==> config.mk <==
export PLATFORM = sky130hd
export DESIGN_NAME = pe_mac_param
export DESIGN_NICKNAME = d
export VERILOG_FILES = /design/src/rtl/pe_mac_param.sv
export SDC_FILE = /design/constraint.sdc
export NUM_CORES = 2
export LEC_CHECK = 0
export CAP_MARGIN = 0
export CORE_MARGIN = 5
export CORE_UTILIZATION = 30
export CTS_CLUSTER_DIAMETER = 120
export DETAILED_ROUTE_END_ITERATION = 16
export PLACE_DENSITY = 0.44
export SETUP_SLACK_MARGIN = 0.15
export SKIP_LAST_GASP = 1
export SYNTH_ARGS = -nofsm -noshare
export SYNTH_HDL_FRONTEND = slang
export SYNTH_SLANG_ARGS = --single-unit
==> constraint.sdc <==
create_clock -name clk -period 7.7 [get_ports clk]
set_input_delay 1.54 -clock clk [delete_from_list [all_inputs] [get_ports clk]]
set_output_delay 1.54 -clock clk [all_outputs]
set_load 0.02 [all_outputs]
==> src/rtl/pe_mac_param.sv <==
// pe_mac_param: systolic PE with operand FIFOs, neighbour forwarding and a pipelined saturating MAC
// Ports:
//   clk, rst_n            clock, asynchronous active-low reset
//   start / start_next    clear+arm (samples acc_len, sgn) / start delayed one cycle
//   acc_len, sgn          terms per result minus 1, signed mode
//   hold                  array-level stall of pops and MAC pipeline
//   a_we,a_in,a_ff        A FIFO push, data, full
//   b_we,b_in,b_ff        B FIFO push, data, full
//   a_out,b_out,fwd_v     last consumed pair to neighbours, 1-cycle update pulse
//   s_out,s_sat,s_valid,s_ready  result, saturation flag, valid/ready handshake
//   busy                  terms pending in FIFOs or pipeline
module pe_mac_param #(
    parameter int DW    = 16,
    parameter int ACCW  = 40,
    parameter int OW    = 16,
    parameter int DEPTH = 4,
    parameter int CW    = 8,
    parameter int SHIFT = 0
) (
    input  logic          clk,
    input  logic          rst_n,
    input  logic          start,
    output logic          start_next,
    input  logic [CW-1:0] acc_len,
    input  logic          sgn,
    input  logic          hold,
    input  logic          a_we,
    input  logic          b_we,
    input  logic [DW-1:0] a_in,
    input  logic [DW-1:0] b_in,
    output logic          a_ff,
    output logic          b_ff,
    output logic [DW-1:0] a_out,
    output logic [DW-1:0] b_out,
    output logic          fwd_v,
    output logic [OW-1:0] s_out,
    output logic          s_valid,
    input  logic          s_ready,
    output logic          s_sat,
    output logic          busy
);
    localparam int AW = $clog2(DEPTH);
    localparam logic [AW:0] FULL = (AW+1)'(DEPTH);

    logic [DW-1:0]     r_a_mem [DEPTH];
    logic [DW-1:0]     r_b_mem [DEPTH];
    logic [AW-1:0]     r_a_wp, r_a_rp, r_b_wp, r_b_rp;
    logic [AW:0]       r_a_cnt, r_b_cnt;
    logic              r_sgn;
    logic [CW-1:0]     r_len, r_cnt;
    logic [2*DW-1:0]   r_prod;
    logic              r_p_v, r_p_last;
    logic [ACCW-1:0]   r_acc;
    logic              r_acc_last, r_mid, r_sticky;

    logic              w_adv, w_pop, w_a_push, w_b_push;
    logic [DW-1:0]     w_a_hd, w_b_hd;
    logic signed [2*DW-1:0] w_prod_s;
    logic [2*DW-1:0]   w_prod_u, w_prod;
    logic [ACCW-1:0]   w_pe_s, w_pe_u, w_pe, w_clamp;
    logic [ACCW:0]     w_sum;
    logic              w_ovf;
    logic [ACCW-1:0]   w_shs, w_shu, w_sh;
    logic              w_oclamp;
    logic [OW-1:0]     w_oval;

    assign a_ff     = r_a_cnt == FULL;
    assign b_ff     = r_b_cnt == FULL;
    assign w_adv    = ~hold & ~(s_valid & ~s_ready);
    assign w_pop    = w_adv & (r_a_cnt != '0) & (r_b_cnt != '0);
    // a full FIFO refuses pushes even if it pops this cycle; start drops pushes
    assign w_a_push = a_we & ~a_ff & ~start;
    assign w_b_push = b_we & ~b_ff & ~start;
    assign w_a_hd   = r_a_mem[r_a_rp];
    assign w_b_hd   = r_b_mem[r_b_rp];
    assign busy     = (r_a_cnt != '0) | (r_b_cnt != '0) | r_p_v | r_acc_last | r_mid;

    // signed and unsigned products kept separate so neither extends the other
    assign w_prod_s = $signed(w_a_hd) * $signed(w_b_hd);
    assign w_prod_u = w_a_hd * w_b_hd;
    assign w_prod   = r_sgn ? w_prod_s : w_prod_u;

    assign w_pe_s   = ACCW'($signed(r_prod));
    assign w_pe_u   = ACCW'(r_prod);
    assign w_pe     = r_sgn ? w_pe_s : w_pe_u;

    // one guard bit: true sign in signed mode, carry in unsigned mode
    assign w_sum    = {r_sgn & r_acc[ACCW-1], r_acc} + {r_sgn & w_pe[ACCW-1], w_pe};
    assign w_ovf    = r_sgn ? (w_sum[ACCW] != w_sum[ACCW-1]) : w_sum[ACCW];
    assign w_clamp  = ~r_sgn ? '1 : w_sum[ACCW] ? {1'b1, {(ACCW-1){1'b0}}} : {1'b0, {(ACCW-1){1'b1}}};

    assign w_shs    = $signed(r_acc) >>> SHIFT;
    assign w_shu    = r_acc >> SHIFT;
    assign w_sh     = r_sgn ? w_shs : w_shu;

    // signed fits when every bit from OW-1 upward equals the sign
    assign w_oclamp = r_sgn ? ~(&w_sh[ACCW-1:OW-1] | ~|w_sh[ACCW-1:OW-1]) : |w_sh[ACCW-1:OW];
    assign w_oval   = ~w_oclamp ? w_sh[OW-1:0] :
                      ~r_sgn ? '1 :
                      w_sh[ACCW-1] ? {1'b1, {(OW-1){1'b0}}} : {1'b0, {(OW-1){1'b1}}};

    always_ff @(posedge clk) begin
        if (w_a_push) r_a_mem[r_a_wp] <= a_in;
        if (w_b_push) r_b_mem[r_b_wp] <= b_in;
    end

    always_ff @(posedge clk or negedge rst_n) begin
        if (!rst_n) begin
            start_next <= 1'b0;
            r_a_wp     <= '0;
            r_a_rp     <= '0;
            r_b_wp     <= '0;
            r_b_rp     <= '0;
            r_a_cnt    <= '0;
            r_b_cnt    <= '0;
            r_sgn      <= 1'b0;
            r_len      <= '0;
            r_cnt      <= '0;
            r_prod     <= '0;
            r_p_v      <= 1'b0;
            r_p_last   <= 1'b0;
            r_acc      <= '0;
            r_acc_last <= 1'b0;
            r_mid      <= 1'b0;
            r_sticky   <= 1'b0;
            a_out      <= '0;
            b_out      <= '0;
            fwd_v      <= 1'b0;
            s_out      <= '0;
            s_sat      <= 1'b0;
            s_valid    <= 1'b0;
        end else begin
            start_next <= start;
            if (start) begin
                r_sgn      <= sgn;
                r_len      <= acc_len;
                r_cnt      <= acc_len;
                r_a_wp     <= '0;
                r_a_rp     <= '0;
                r_b_wp     <= '0;
                r_b_rp     <= '0;
                r_a_cnt    <= '0;
                r_b_cnt    <= '0;
                r_p_v      <= 1'b0;
                r_acc_last <= 1'b0;
                r_mid      <= 1'b0;
                r_sticky   <= 1'b0;
                fwd_v      <= 1'b0;
                s_valid    <= 1'b0;
            end else begin
                r_a_wp  <= r_a_wp + AW'(w_a_push);
                r_b_wp  <= r_b_wp + AW'(w_b_push);
                r_a_rp  <= r_a_rp + AW'(w_pop);
                r_b_rp  <= r_b_rp + AW'(w_pop);
                r_a_cnt <= r_a_cnt + (AW+1)'(w_a_push) - (AW+1)'(w_pop);
                r_b_cnt <= r_b_cnt + (AW+1)'(w_b_push) - (AW+1)'(w_pop);
                fwd_v   <= w_pop;
                if (w_pop) begin
                    a_out    <= w_a_hd;
                    b_out    <= w_b_hd;
                    r_prod   <= w_prod;
                    r_p_last <= r_cnt == '0;
                    r_cnt    <= r_cnt == '0 ? r_len : r_cnt - CW'(1);
                end
                if (w_adv) begin
                    r_p_v      <= w_pop;
                    r_acc_last <= r_p_v & r_p_last;
                    if (r_p_v) begin
                        r_acc    <= ~r_mid ? w_pe : w_ovf ? w_clamp : w_sum[ACCW-1:0];
                        r_sticky <= r_mid & (r_sticky | w_ovf);
                        r_mid    <= ~r_p_last;
                    end
                    if (r_acc_last) begin
                        s_out <= w_oval;
                        s_sat <= r_sticky | w_oclamp;
                    end
                end
                // a transfer frees the register; a finished result may refill it in the same cycle
                s_valid <= (w_adv & r_acc_last) | (s_valid & ~s_ready);
            end
        end
    end
endmodule

Yosys cells after proc, flatten, opt, wreduce, memory -nomap -nowiden
Memories as Yosys holds them, arrays and structs flattened. Cells that the tools add are included.

Add/sub/neg operators: 10. Multipliers: 2. Equality and inequality tests: 3. Multiplexer cells: 36. Bitwise operators: 29. Reduce and logical (&&, ||, !) cells: 14.

Operator list (count): 40-bit 2-to-1 mux (5); 16-bit by 16-bit multiplier with 32-bit output (2); 16-bit 2-to-1 mux (3); 41-bit adder (1); 32-bit 2-to-1 mux (1); 25-bit AND reduction (1); 25-bit OR reduction (1); 8-bit 2-to-1 mux (3); 24-bit OR reduction (1); 1-bit 2-to-1 mux (18); 1-bit bitwise AND (13); 2-bit by 1-bit adder with 2-bit output (4); 8-bit zero test (1); 2-bit 2-to-1 mux (4); 1-bit inverter (8); 1-bit OR (8); 8-bit by 1-bit subtractor with 8-bit output (second input constant) (1); 3-bit by 1-bit adder with 3-bit output (2); 3-bit == test (second input constant) (2); 3-bit 2-to-1 mux (2); 3-bit AND reduction (2); 2-bit nonzero test (3); 3-bit nonzero test (2); 3-bit by 1-bit subtractor with 3-bit output (2); 3 further kinds (4).

Register bits: 160. Memory bits (writable): 128. Logic and storage cells: 119. Memories: 2.

Memories: r_a_mem (words 4, width 16, rd ports 1, clocked after memory_dff 0, write ports 1, RTL line 45) `logic [DW-1:0] r_a_mem [DEPTH];`; r_b_mem (words 4, width 16, rd ports 1, clocked after memory_dff 0, write ports 1, RTL line 46) `logic [DW-1:0] r_b_mem [DEPTH];`.

Logic depth before layout (Yosys ltp)
Depth after elaboration: 10. Gate-level depth with buffers: 31. Depth with buffers taken out: 28.

Worst setup path before layout
No wires, ideal clock.

Path kind: reg-to-reg. Start: register r_b_rp[0]. End: register r_prod[31]. Arrival: 7.706 ns. Required time: 7.578 ns. Setup slack: -0.127 ns. Stages on the path, launching flop included: 25. Path buffers: 4. Cell sequence: dfrtp_1 > clkbuf_1 > buf_1 > mux2_2 > o21ai_0 > clkbuf_1 > nor2_1 > fa_1 > fa_1 > fa_1 > fa_1 > fa_1 > fa_1 > ha_1 > clkbuf_1 > and3_1 > nand4_1 > or2_2 > nor3_1 > nand3_1 > nor2b_1 > a311o_1 > xnor2_1 > or2_2 > a32o_1.

Longest elaborated chain between the ends: 3. Elaborated cells on any way between the ends: 4. Those cells by class: mul: 2; mux: 1; memory: 1.

RTL lines: start, declared (RTL line 47) `logic [AW-1:0] r_a_wp, r_a_rp, r_b_wp, r_b_rp;`; start signal, assigned (RTL line 154) `r_b_rp <= r_b_rp + AW'(w_pop);`; memory read 4 x 16 bit (*); 16-bit by 16-bit multiplier with 32-bit output, on equally long branches (RTL line 80, 79); 32-bit 2-to-1 mux (*) (RTL line 81) `assign w_prod = r_sgn ? w_prod_s : w_prod_u;`; end signal, assigned (RTL line 161) `r_prod <= w_prod;`; end, declared (RTL line 51) `logic [2*DW-1:0] r_prod;`.

Mark *: on every way between the ends. The rest lies on a longest branch, timed or not. A chain may end at the register's enable or synchronous reset.

Worst setup path after layout
Same ends and word-level chain as after synthesis.

==> results.toml <==
[yosys]
synthSimpleGateAreaFrac_pct = 12.3
syn_avg_cell_area_um2 = 9.59
synth_fp_nets = 3623
yosysWarningCount = 0
yosysTopAreaCellShare_pct = 25.6
synth_cell_type_count = 73
ys_ff_latch = 288
synth_edf_count = 128
async_reset_ff_share_pct = 55.6
synth_compound_gate_area_share_pct = 12.1
synth-xor-area-share_pct = 3.04
ys_seq_area_share_pct = 27.2
synth_area_leaders = "fa_1, dfrtp_1, edfxtp_1"
yosys.area.top_type = "fa_1"
postSynthCellCount = 3004
yosys.area_share.adder_pct = 34.4
synth-main-ff-cell = "dfrtp_1"
yosys-mux-area-fraction_pct = 2.72
synth_top_family_by_area = "adder cells"
syn_area_um2 = 28800

[floorplan]
core_um2 = 95200
fp-row-count = 113
die_w_um = 320
die_area_um2 = 102000
initial_core_util_pct = 30.3
fp.dieH_um = 320
io-pin-count = 103

[worst_setup_path]
end_kind = "flop"
crit_start = "r_b_rp[0]"
worstSetupStartpointType = "flop"
crit_fanout = 27
path_class = "reg2reg"
required_ps = 8150
arrival_ps = 7770
r2r_start = "r_b_rp[0]"

[clock_tree]
worstSkewPairLatency_ps = 570
clock_path_buffers = 3
cts_tree = "yes"
numClockSinks = 288
h-tree-depth = 2
path_clk_slew_ps = 60
cts_buffers = 36
root_buffer = "clkbuf_16"

[sta]
final-setup-viol-count = 0
drv_slew = 0
hold_violations = 0
tns_ps = 0
post-route-period-util_pct = 95.1
finalCriticalPeriod_ps = 7320
fin_skew_ps = 19.7
tightestPinTransition_ps = 1100
clock.fmax_ghz = 0.137
slew_headroom_pct = 26.4
rsz0062_at_grt = "true"

[place]
dp_hpwl_mm = 68.1
place.gp.congestion = 0.840
portBuffers = 102

[detailed_routing]
routedWlPerCell_um = 19.1
first_iter_violations = 1190
drc = 0
ant_nets = 0
dr_total_vias = 20700
routed_via_density = 4.70
drt-pass1-iter-count = 5
drt-total-wl_mm = 84.4

[global_route]
globalRouteOverflowTotal = 0
grt_max_degree = 94
antenna_found_initial = 2
grt_pass1_vias = 21800
track_usage_pct = 16.5
grt_pass1_wl_mm = 133

[layout]
nets = 3740
synthToLayoutAreaGrowth_pct = 14.7
antennaDiodeCount = 0
drive_above_1_share_pct = 7.21

[worst_hold_path]
hold_path_class = "reg2reg"
min_from = "b_out[9]"

[flow_run]
maxCapViolations = 0

[status]
outcome = "finished, final reports clean"
==> final cells by class <==
type,count,area [um2]
clock buffer,45,965
sequential,288,7850
fill,9774,62100
timing repair buffer,190,1770
multi-input combinational,2092,18700
inverter,513,1930
tap,1265,1580
clock inverter,20,273
==> per-layer routing <==
layer	global-route usage, %	wire, um	up-vias
met5	0	0	-
met4	3.62	1940	0
met3	2.02	3080	97
met2	26.7	38200	358
met1	23.9	41100	10200
li1	-	-	10100
==> through the flow <==
stage / worst slack [ps] / std cells / util [%] / hold WS, ps / instance area, um2
6_report: 378 / 4413 / 34.7 / 471 / 33000
5_1_grt: 76.2 / 4413 / 34.7 / 505 / 33000
4_1_cts: 241 / 4410 / 34.6 / 478 / 33000
3_5_place_dp: 161 / 4345 / 33.3 / 465 / 31700
3_3_place_gp: 240 / 4345 / 33.3 / 465 / 31700
2_1_floorplan: 298 / 3004 / - / 450 / 28800
==> placed cells by master (no fill, tap or decap), types with 32 or more instances in the layout <==
cell type and count:
a21o_1 48, nand2_1 355, o21ai_0 154, clkbuf_16 36, o21ai_1 39, edfxtp_1 128, dfrtp_1 159, a21oi_1 104
fa_1 367, xnor2_1 69, inv_1 513, buf_4 80, ha_1 202, a22oi_1 35, and2_1 32, clkdlybuf4s50_1 100
nor2_1 253
==> state kept, by name, summed over array words and instances (netlist names), 2 cells and up <==
register,cells
s_out,16
r_acc,40
r_b_rp,2
r_prod,32
r_b_mem,64
r_a_wp,2
b_out,16
r_a_mem,64
r_a_rp,2
a_out,16
r_cnt,8
r_b_wp,2
r_b_cnt,3
r_len,8
r_a_cnt,3
==> logic make-up (layout without fill, tap and decap cells) <==
logic type	Yosys count	in the layout
XOR/XNOR	100	100
adder cells (fa/ha/maj)	571	571
multiplexers	65	65
buffers and inverters	624	768
flip-flops	288	288
AND/OR/NAND/NOR	810	810
AO/OA/AOI/OAI	546	546
==> worst max-delay path, cell delays in order, from the launching register on <==
cell and delay, ps:
dfrtp_1 370, buf_12 220, mux4_2 790, and2_1 320
fa_1 680, inv_1 130, fa_1 500, inv_1 50
fa_1 490, inv_1 50, fa_1 490, inv_1 50
fa_1 500, fa_1 430, ha_1 410, nand4_1 120
or2_2 300, nor3_1 130, nand3_1 90, nor2b_1 170
a311o_1 280, xnor2_1 120, or2_2 270, a32o_1 210
==> final timing paths <==
| path | endpoint | slack, ps | cells after the start |
|---|---|---|---|
| setup reg to reg | r_prod[31] | 380 | 23 |
| max in group asynchronous | r_a_rp[0] | 5520 | 2 |
| hold / removal | b_out[9] | 470 | 2 |
| hold reg to reg | b_out[9] | 470 | 2 |
| min in group asynchronous | r_len[6] | 970 | 1 |
| setup / recovery | r_prod[31] | 380 | 23 |
==> synth_stat cells (13+ instances only) <==
cell / instances
clkbuf_1: 93
xor2_1: 31
nand4_1: 24
nand2_1: 356
nor2b_1: 19
or3_1: 17
dfrtp_1: 160
a31oi_1: 16
nor2_1: 253
a211oi_1: 19
nand3_1: 21
fa_1: 369
o21ai_1: 36
o21ai_0: 160
mux2_2: 27
a22oi_1: 35
mux2i_1: 30
xnor2_1: 69
nor3_1: 26
a21o_1: 48
nand2b_1: 14
o21a_1: 36
a21oi_1: 106
and2_1: 32
inv_1: 513
o31ai_1: 13
ha_1: 202
edfxtp_1: 128
==> timing repair <==
action / 4_1_cts / 5_1_grt
gates resized for setup: 1 / 19
pin swaps: 0 / 2
buffers inserted: 0 / 3
setup endpoints to repair: 1 / 7
hold buffers: 0 / 0
Power is left out: the tool's default activity adds up to more than one toggle a clock period on the data nets, which glitch-free logic cannot reach.
